`src/rtl/ctrl_cmd_pkg.sv`:
```
// rtl/ctrl_cmd_pkg.sv - command codes, widths and pulse encoder for the control arbiter
package ctrl_cmd_pkg;

    localparam int CMD_W = 3;
    localparam int SRC_W = 2;

    localparam logic [CMD_W-1:0] CMD_NONE  = 3'd0;
    localparam logic [CMD_W-1:0] CMD_UP    = 3'd1;
    localparam logic [CMD_W-1:0] CMD_DOWN  = 3'd2;
    localparam logic [CMD_W-1:0] CMD_LEFT  = 3'd3;
    localparam logic [CMD_W-1:0] CMD_RIGHT = 3'd4;
    localparam logic [CMD_W-1:0] CMD_START = 3'd5;

    // START outranks the directions so a game start is never lost to a stray move
    function automatic logic [CMD_W-1:0] encode(input logic up, input logic down,
                                                 input logic left, input logic right,
                                                 input logic start);
        if (start)      return CMD_START;
        else if (up)    return CMD_UP;
        else if (down)  return CMD_DOWN;
        else if (left)  return CMD_LEFT;
        else if (right) return CMD_RIGHT;
        else            return CMD_NONE;
    endfunction

    function automatic logic multi_hot(input logic [4:0] bits);
        return (bits & (bits - 5'd1)) != 5'd0;
    endfunction

endpackage

```
`src/rtl/cmd_fifo.sv`:
```
// rtl/cmd_fifo.sv - synchronous first-word-fall-through command FIFO
module cmd_fifo #(
    parameter int DEPTH = 4,
    parameter int WIDTH = 5,
    localparam int AW = $clog2(DEPTH),
    localparam int LW = AW + 1
) (
    input  logic             clk,
    input  logic             rst_n,
    input  logic             push,
    input  logic [WIDTH-1:0] wdata,
    input  logic             pop,
    output logic [WIDTH-1:0] rdata,
    output logic             full,
    output logic             empty,
    output logic [LW-1:0]    level
);

    logic [WIDTH-1:0] mem [DEPTH];
    logic [AW-1:0]    wr_ptr;
    logic [AW-1:0]    rd_ptr;
    logic             do_push;
    logic             do_pop;

    assign empty   = (level == '0);
    assign full    = (level == LW'(DEPTH));
    assign do_pop  = pop && !empty;
    // a push into a full FIFO is legal only when the head leaves in the same cycle
    assign do_push = push && (!full || do_pop);
    assign rdata   = mem[rd_ptr];

    always_ff @(posedge clk) begin
        if (do_push) begin
            mem[wr_ptr] <= wdata;
        end
    end

    always_ff @(posedge clk) begin
        if (!rst_n) begin
            wr_ptr <= '0;
            rd_ptr <= '0;
            level  <= '0;
        end else begin
            if (do_push) begin
                wr_ptr <= wr_ptr + AW'(1);
            end
            if (do_pop) begin
                rd_ptr <= rd_ptr + AW'(1);
            end
            case ({do_push, do_pop})
                2'b10:   level <= level + LW'(1);
                2'b01:   level <= level - LW'(1);
                default: level <= level;
            endcase
        end
    end

endmodule

```
`src/rtl/ctrl_cmd_arbiter.sv`:
```
// rtl/ctrl_cmd_arbiter.sv - round-robin merge of per-source control pulses into one command stream
module ctrl_cmd_arbiter
    import ctrl_cmd_pkg::*;
#(
    parameter int NUM_SRC    = 3,
    parameter int FIFO_DEPTH = 4,
    parameter int DROP_W     = 8
) (
    input  logic               clk,
    input  logic               rst_n,
    input  logic [NUM_SRC-1:0] src_up,
    input  logic [NUM_SRC-1:0] src_down,
    input  logic [NUM_SRC-1:0] src_left,
    input  logic [NUM_SRC-1:0] src_right,
    input  logic [NUM_SRC-1:0] src_start,
    input  logic [NUM_SRC-1:0] src_en,
    output logic               cmd_valid,
    output logic [2:0]         cmd_code,
    output logic [1:0]         cmd_src,
    input  logic               cmd_ready,
    output logic [1:0]         dir_held,
    output logic               dir_held_valid,
    output logic [DROP_W-1:0]  drop_cnt,
    output logic [2:0]         fifo_level
);

    localparam int FW = SRC_W + CMD_W;
    localparam int LW = $clog2(FIFO_DEPTH) + 1;

    logic [CMD_W-1:0]   pending     [NUM_SRC];
    logic [CMD_W-1:0]   pending_nxt [NUM_SRC];
    logic [CMD_W-1:0]   code_in     [NUM_SRC];
    logic [NUM_SRC-1:0] multi;
    logic [NUM_SRC-1:0] ovwr;
    logic [SRC_W-1:0]   rr_ptr;
    logic [SRC_W-1:0]   gnt_idx;
    logic [CMD_W-1:0]   gnt_code;
    logic               gnt_vld;

    logic               fifo_full;
    logic               fifo_empty;
    logic               pop;
    logic               can_push;
    logic [FW-1:0]      head;
    logic [LW-1:0]      fifo_lvl;
    logic [CMD_W-1:0]   head_code;

    logic [3:0]         drop_inc;
    logic [DROP_W+3:0]  drop_sum;
    logic [DROP_W+3:0]  drop_max;

    assign pop       = !fifo_empty && cmd_ready;
    assign can_push  = !fifo_full || pop;
    assign head_code = head[CMD_W-1:0];

    assign cmd_valid  = !fifo_empty;
    assign cmd_code   = fifo_empty ? CMD_NONE : head_code;
    assign cmd_src    = fifo_empty ? 2'd0 : head[FW-1:CMD_W];
    assign fifo_level = 3'(fifo_lvl);

    always_comb begin
        for (int i = 0; i < NUM_SRC; i++) begin
            code_in[i] = CMD_NONE;
            multi[i]   = 1'b0;
            if (src_en[i]) begin
                code_in[i] = encode(src_up[i], src_down[i], src_left[i], src_right[i], src_start[i]);
                multi[i]   = multi_hot({src_start[i], src_up[i], src_down[i], src_left[i], src_right[i]});
            end
        end
    end

    // search begins one past the last winner so every source gets a turn
    always_comb begin
        int idx;
        idx      = 0;
        gnt_vld  = 1'b0;
        gnt_idx  = '0;
        gnt_code = CMD_NONE;
        for (int k = 1; k <= NUM_SRC; k++) begin
            idx = (int'(rr_ptr) + k) % NUM_SRC;
            if (!gnt_vld && can_push && pending[idx] != CMD_NONE) begin
                gnt_vld  = 1'b1;
                gnt_idx  = SRC_W'(idx);
                gnt_code = pending[idx];
            end
        end
    end

    always_comb begin
        drop_inc = 4'd0;
        for (int i = 0; i < NUM_SRC; i++) begin
            pending_nxt[i] = pending[i];
            ovwr[i]        = 1'b0;
            if (!src_en[i]) begin
                pending_nxt[i] = CMD_NONE;
            end else if (code_in[i] != CMD_NONE) begin
                pending_nxt[i] = code_in[i];
                ovwr[i] = (pending[i] != CMD_NONE) && !(gnt_vld && gnt_idx == SRC_W'(i));
            end else if (gnt_vld && gnt_idx == SRC_W'(i)) begin
                pending_nxt[i] = CMD_NONE;
            end
            drop_inc = drop_inc + 4'(multi[i]) + 4'(ovwr[i]);
        end
        drop_max = (DROP_W+4)'({DROP_W{1'b1}});
        drop_sum = (DROP_W+4)'(drop_cnt) + (DROP_W+4)'(drop_inc);
    end

    always_ff @(posedge clk) begin
        if (!rst_n) begin
            for (int i = 0; i < NUM_SRC; i++) begin
                pending[i] <= CMD_NONE;
            end
            rr_ptr         <= SRC_W'(NUM_SRC - 1);
            dir_held       <= 2'd0;
            dir_held_valid <= 1'b0;
            drop_cnt       <= '0;
        end else begin
            for (int i = 0; i < NUM_SRC; i++) begin
                pending[i] <= pending_nxt[i];
            end
            if (gnt_vld) begin
                rr_ptr <= gnt_idx;
            end
            if (pop && head_code >= CMD_UP && head_code <= CMD_RIGHT) begin
                dir_held       <= 2'(head_code - 3'd1);
                dir_held_valid <= 1'b1;
            end
            drop_cnt <= (drop_sum > drop_max) ? {DROP_W{1'b1}} : DROP_W'(drop_sum);
        end
    end

    cmd_fifo #(
        .DEPTH (FIFO_DEPTH),
        .WIDTH (FW)
    ) u_fifo (
        .clk   (clk),
        .rst_n (rst_n),
        .push  (gnt_vld),
        .wdata ({gnt_idx, gnt_code}),
        .pop   (pop),
        .rdata (head),
        .full  (fifo_full),
        .empty (fifo_empty),
        .level (fifo_lvl)
    );

endmodule

```
`config.mk`:
```
export PLATFORM = sky130hd
export DESIGN_NAME = ctrl_cmd_arbiter
export DESIGN_NICKNAME = d
export VERILOG_FILES = /design/src/rtl/ctrl_cmd_pkg.sv /design/src/rtl/cmd_fifo.sv /design/src/rtl/ctrl_cmd_arbiter.sv
export SDC_FILE = /design/constraint.sdc
export NUM_CORES = 1
export LEC_CHECK = 0
export CORE_AREA = 2 2 68 82
export CTS_CLUSTER_DIAMETER = 80
export DETAILED_ROUTE_END_ITERATION = 6
export DIE_AREA = 0 0 70 84
export GPL_TIMING_DRIVEN = 0
export PLACE_DENSITY_LB_ADDON = 0.3
export SLEW_MARGIN = 25
export SYNTH_ARGS = -nofsm -noshare
export SYNTH_HDL_FRONTEND = slang
export SYNTH_SLANG_ARGS = --single-unit
```
`constraint.sdc`:
```
create_clock -name clk -period 13.7 [get_ports clk]
set_input_delay 3.425 -clock clk [delete_from_list [all_inputs] [get_ports clk]]
set_output_delay 3.425 -clock clk [all_outputs]
set_load 0.02 [all_outputs]
```
==> out/metrics.yaml, run 1 <==
status: "complete, no violations"
peakVddDrop_mv: 0.09806
syn_to_final_growth_pct: 20.49
hold_viol_final: 0
htree_levels: 2
hold_buffers: 0
crit_chain: "clkdlybuf4s50_1 -> or4b_2 -> nand2_1 -> a21oi_1 -> or4b_4 -> o311a_1 -> fa_1 -> fa_1 -> inv_1 -> fa_1 -> nor2b_1 -> o21ai_0 -> nor2_1 -> nand3_1 -> a21oi_1"
ys_dominant_reg_cell: "dfxtp_1"
clk_pin_slew_ns: 0.10
syn_inst: 288
ant_nets: 0
fin_area_um2: 3510
final_common_cell: "clkdlybuf4s50_1"
portBuffers: 40
gp_congestion: 0.8597
cp_top_family: "simple AND/OR/NAND/NOR gates"
drt-total-wl_um: 5820
critPathKind: "in -> reg"
final.setup_skew_ns: 0.01583
synth_seq_area_share: 0.4192
yosys_warnings: 0
rsz0062_at_grt: "no"
cpPeakStageDelay_ns: 0.69
synth_cell_types: 51
hpwlAfterDp_um: 4547
synth_nets: 328
synth_area_leaders: "dfxtp_1 (21%), edfxtp_1 (21%), ha_1 (6.0%)"
setup_violations: 0
synth_seq_cells: 51
ioPinCount: 41
nNetsFinal: 375
worstPathRequired_ns: 13.88
crit_fanout: 6
cts_num_sinks: 51
cp-end-kind: "flip-flop"
fin_crit_sh: 0.5382
num-fill-cells: 425
synth_area_um2: 2913
row_count: 29
slowest_stage: "or4b_2"
numCtsBuffers: 5
drcViolationCount: 0
grt-busiest-layer: "met2"
slew_headroom: 0.5413
grt_pass1_wl_um: 9922
synth_edf_count: 20
drive_gt1_frac: 0.08333
post_cts_resized: 0
antenna_found_initial: 0
fmax_mhz: 135.6
die-area_um2: 5880
die_width_um: 70
final_max_slew_viol_count: 0
core_um2: 5152
avgSynthCellArea_um2: 10.11
met1_usage: 0.2426
vias_per_cell: 5.731
powerDensity_nw_per_um2: 203.6
dp.cells: 390
worst_pin_slew_ns: 0.6863
insertion_delay_ns: 0.31
seq_area_um2: 1221
grtUsageTotal: 0.2078
grt_max_degree: 17
root_buffer: "clkbuf_8"
use_met2: 0.3766
cp.arrival_ns: 7.55
fin_crit_ns: 7.373
crit_buf_inv: 2
first_global_vias: 2227
synth_area_leader_cell: "dfxtp_1"
cts_buffer_depth: 2
power_leakage_nw: 1.376
total_power_uw: 714.7
yosysTopAreaCellShare: 0.2131
place_area_um2: 3397
final_cell_count_no_fill: 398
antenna_cells: 0
hold_class: "reg -> reg"
fin_tns_setup_ns: 0
initial_core_util: 0.5653
wl_per_cell_um: 14.62
grt_overflow: 0
fp.dieH_um: 84
final_util: 0.6812
drt_iter0_drc: 121
layout_common_cells: "clkdlybuf4s50_1 (40), dfxtp_1 (31), nor2_1 (26), inv_1 (22), edfxtp_1 (20)"
first_pass_iters: 4
max-cap-violations: 0
cts_tree: "done"
grt_util_met3: 0.03261
cp-start-kind: "input pin"
multi_input_comb_area_um2: 1567
cts_setup_buffers: 0
path_common_cell: "fa_1"
num_vias: 2281
ys_async_sr_fraction: 0
kinds of logic (layout without fill, tap and decap cells):
family | count (synthesis) | after routing | share of synthesized area
xor gates and xnor gates | 9 | 9 | 0.02706
DFF | 51 | 51 | 0.4192
buffers and inverters | 31 | 79 | 0.04510
AOI/OAI and AO/OA | 60 | 60 | 0.1357
muxes | 26 | 26 | 0.1108
and+or+nand+nor | 89 | 89 | 0.1572
adders and majority gates | 22 | 22 | 0.1048
registers in the layout, indices dropped and copies added, names as in the netlist, named ones only:
name	cells
drop_cnt	8
dir_held_valid	1
pending	9
u_fifo.rd_ptr	2
u_fifo.wr_ptr	2
u_fifo.level	3
u_fifo.mem	20
rr_ptr	2
dir_held	2
worst register-to-register path, stage by stage (launching register included):
cell     delay, ns
dfxtp_1       0.40
inv_1         0.08
ha_1          0.29
buf_6         0.14
mux2_1        0.35
mux2i_1       0.20
and3_1        0.20
buf_6         0.13
o21ai_2       0.06
a31o_4        0.22
or4b_4        0.56
o311a_1       0.16
fa_1          0.47
fa_1          0.46
inv_1         0.08
fa_1          0.21
nor2b_1       0.05
o21ai_0       0.31
nor2_1        0.11
nand3_1       0.23
a21oi_1       0.11
cell usage after synthesis (all sizes together) (4+ instances only):
library cell,count
dfxtp,31
nor2,26
inv,23
a21oi,20
edfxtp,20
ha,14
nand2,14
o21ai,13
mux2i,12
nand3,11
mux2,10
and2,8
xor2,6
clkbuf,5
fa,5
nor3,5
a31o,4
mux4,4
o22ai,4
o31ai,4
or3,4
final cells by class:
class | instances | share of cell area
clock buffers | 5 | 0.01961
flip-flops and latches | 51 | 0.3479
repair buffers | 40 | 0.1141
plain buffers | 7 | 0.01176
well taps | 62 | 0.02210
multi-input cells | 206 | 0.4463
inverters | 24 | 0.02567
clock inverters | 3 | 0.01248
where the power goes:
part           total (mW)  switching, mW  leakage, nW  internal, mW
clock network       0.104         0.0492       0.0581        0.0544
logic               0.373          0.204        0.874         0.169
registers           0.238         0.0223        0.444         0.215
layer usage:
metal | vias to the layer above | routed length [um]
met5 | - | 0
met3 | 14 | 224
met4 | 0 | 151
li1 | 1134 | -
met2 | 66 | 3067
met1 | 1067 | 2375
path summary, 6_finish.rpt:
check                           cells past startpoint           start             end  slack [ns]
worst max-delay path                               15       cmd_ready     drop_cnt[0]        6.33
worst min-delay path                                2  dir_held_valid  dir_held_valid        0.45
worst max register to register                     20       rr_ptr[0]     drop_cnt[0]        8.75
worst min register to register                      2  dir_held_valid  dir_held_valid        0.45
stage by stage:
stage                     worst slack [ns]  hold slack [ns]
after global routing                 6.066           0.4664
after CTS                            6.315           0.4500
after global placement               6.008           0.4350
after detailed placement             5.998           0.4355
after floorplan                      6.835           0.4847
final                                6.327           0.4475
No activity file was read; power rests on OpenSTA's default activity.
==> inputs of run 2 (changes only) <==
--- a/config.mk
+++ b/config.mk
@@ -5,10 +5,10 @@
 export SDC_FILE = /design/constraint.sdc
 export NUM_CORES = 1
 export LEC_CHECK = 0
-export CORE_AREA = 2 2 68 82
+export CORE_AREA = 2 2 70 85
 export CTS_CLUSTER_DIAMETER = 80
 export DETAILED_ROUTE_END_ITERATION = 6
-export DIE_AREA = 0 0 70 84
+export DIE_AREA = 0 0 72 87
 export GPL_TIMING_DRIVEN = 0
 export PLACE_DENSITY_LB_ADDON = 0.3
 export SLEW_MARGIN = 25
==> constraint.sdc (replaced) <==
create_clock -name clk -period 6.9 [get_ports clk]
set_input_delay 1.725 -clock clk [delete_from_list [all_inputs] [get_ports clk]]
set_output_delay 1.725 -clock clk [all_outputs]
set_load 0.02 [all_outputs]
==> out/metrics.yaml, run 2 (synthesized netlist as in run 1, its figures left out) <==
regToRegStartpoint: "rr_ptr[0]"
insertion_delay_ns: 0.30
antenna_found_initial: 0
p_sw_frac: 0.3919
drive_gt1_frac: 0.08333
cts_num_sinks: 51
p_int_uw: 844.9
max-cap-violations: 0
setup_violations: 0
gp_congestion: 0.8381
slew_headroom: 0.5505
antenna_cells: 0
clk_pin_slew_ns: 0.10
final_max_slew_viol_count: 0
nNetsFinal: 375
cts_buffer_depth: 2
drcViolationCount: 0
hold_class: "reg -> reg"
htree_levels: 2
reg2regPathDepth: 20
drt-total-wl_um: 5628
p_clk_frac: 0.132
die_width_um: 72
initial_core_util: 0.5279
pre_cts_ws_ns: 0.8410
largest_reg_flops: 20
grt_overflow: 0
syn_to_final_growth_pct: 20.10
post_cts_resized: 0
cpPeakStageDelay_ns: 0.69
fp.dieH_um: 87
peakVddDrop_mv: 0.1828
final_util: 0.6340
die-area_um2: 6264
worstPathRequired_ns: 7.08
worst_pin_slew_ns: 0.6725
largestRegisters: "u_fifo.mem x20, pending x9, drop_cnt x8"
setup_ws_ns: 1.240
combinationalPowerShare: 0.530
ioPinCount: 41
r2r_slack_ns: 1.95
critPathKind: "in -> reg"
rsz0062_at_grt: "no"
grtUsageTotal: 0.1919
numCtsBuffers: 5
cp-start-kind: "input pin"
wl_per_cell_um: 14.07
final.setup_skew_ns: 0.006540
hold_buffers: 0
ant_nets: 0
power.switching_uw: 544.4
final_common_cell: "clkdlybuf4s50_1"
fin_area_um2: 3498
vias_per_cell: 5.608
root_buffer: "clkbuf_8"
num_vias: 2243
first_global_vias: 2172
cts_setup_buffers: 0
top_register: "u_fifo.mem"
grt_pass1_wl_um: 9528
core_um2: 5518
hpwlAfterDp_um: 4402
crit_fanout: 6
cts_tree: "done"
place_area_um2: 3393
final_cell_count_no_fill: 400
min_delay_path_depth: 2
fmax_mhz: 176.7
powerDensity_nw_per_um2: 397.1
grt_max_degree: 17
fin_crit_sh: 0.8203
fin_tns_setup_ns: 0
hold_viol_final: 0
whs_endpoint: "dir_held_valid"
cp-end-kind: "flip-flop"
seqPwrFrac: 0.339
power_leakage_nw: 1.365
slowest_stage: "or4b_2"
r2r_end: "drop_cnt[0]"
first_pass_iters: 4
crit_chain: "clkdlybuf4s50_1 -> or4b_2 -> nand2_1 -> a21oi_1 -> or4b_4 -> o311a_1 -> fa_1 -> fa_1 -> inv_1 -> fa_1 -> nor2b_1 -> o21ai_0 -> nor2_1 -> nand3_1 -> a21oi_1"
fin_crit_ns: 5.660
layout_common_cells: "clkdlybuf4s50_1 (40), dfxtp_1 (31), nor2_1 (26), inv_1 (22), edfxtp_1 (20)"
cp.arrival_ns: 5.84
row_count: 30
portBuffers: 40
status: "complete, no violations"
path_common_cell: "fa_1"
dp.cells: 392
min_from: "dir_held_valid"
drt_iter0_drc: 170
[run 2: layout make-up]
type	instances	area [um2]
fill	429	2019
multi-input combinational	206	1567
sequential	51	1221
timing repair buffer	40	400.4
inverter	24	90.09
clock buffer	6	82.58
tap	64	80.08
buffer	7	41.29
clock inverter	2	16.27
[run 2: per-stage QoR]
step                power (mW)  hold slack (ns)
floorplan               0.9989           0.4847
global placement         1.192           0.4366
detailed placement       1.214           0.4395
CTS                      1.402           0.4540
global route             1.494           0.4720
finish                   1.389           0.4498
[run 2: per-layer routing]
layer / vias to the layer above / part of all wire / wire length, um / global-route usage
li1: 1134 / - / - / -
met1: 1056 / 0.42 / 2373 / 0.2211
met2: 42 / 0.53 / 2996 / 0.3577
met3: 11 / 0.029 / 162 / 0.03356
met4: 0 / 0.017 / 95 / 0.06003
met5: - / 0 / 0 / 0
[run 2: worst max-delay path by stage]
stage	start	end	slack, ns	depth (start not counted)
finish	cmd_ready	drop_cnt[0]	1.24	15
global route	cmd_ready	drop_cnt[4]	0.99	15
CTS	cmd_ready	drop_cnt[0]	1.18	14
floorplan	cmd_ready	drop_cnt[6]	1.74	14
global placement	cmd_ready	drop_cnt[0]	0.94	14
detailed placement	cmd_ready	drop_cnt[0]	0.84	14
[run 2: power by group through the flow]
stage,sequential [mW],clock [mW],combinational [mW]
finish,0.471,0.183,0.736
global route,0.480,0.198,0.817
CTS,0.471,0.187,0.744
detailed placement,0.477,0,0.737
global placement,0.474,0,0.718
floorplan,0.492,0,0.507
[run 2: critical path: cells and delay by family]
| family | cells | cell delay [ns] |
|---|---|---|
| buffers and inverters | 2 | 0.54 |
| AND/OR/NAND/NOR | 6 | 1.77 |
| adder cells (fa/ha/maj) | 3 | 1.12 |
| AO/OA/AOI/OAI | 4 | 0.66 |
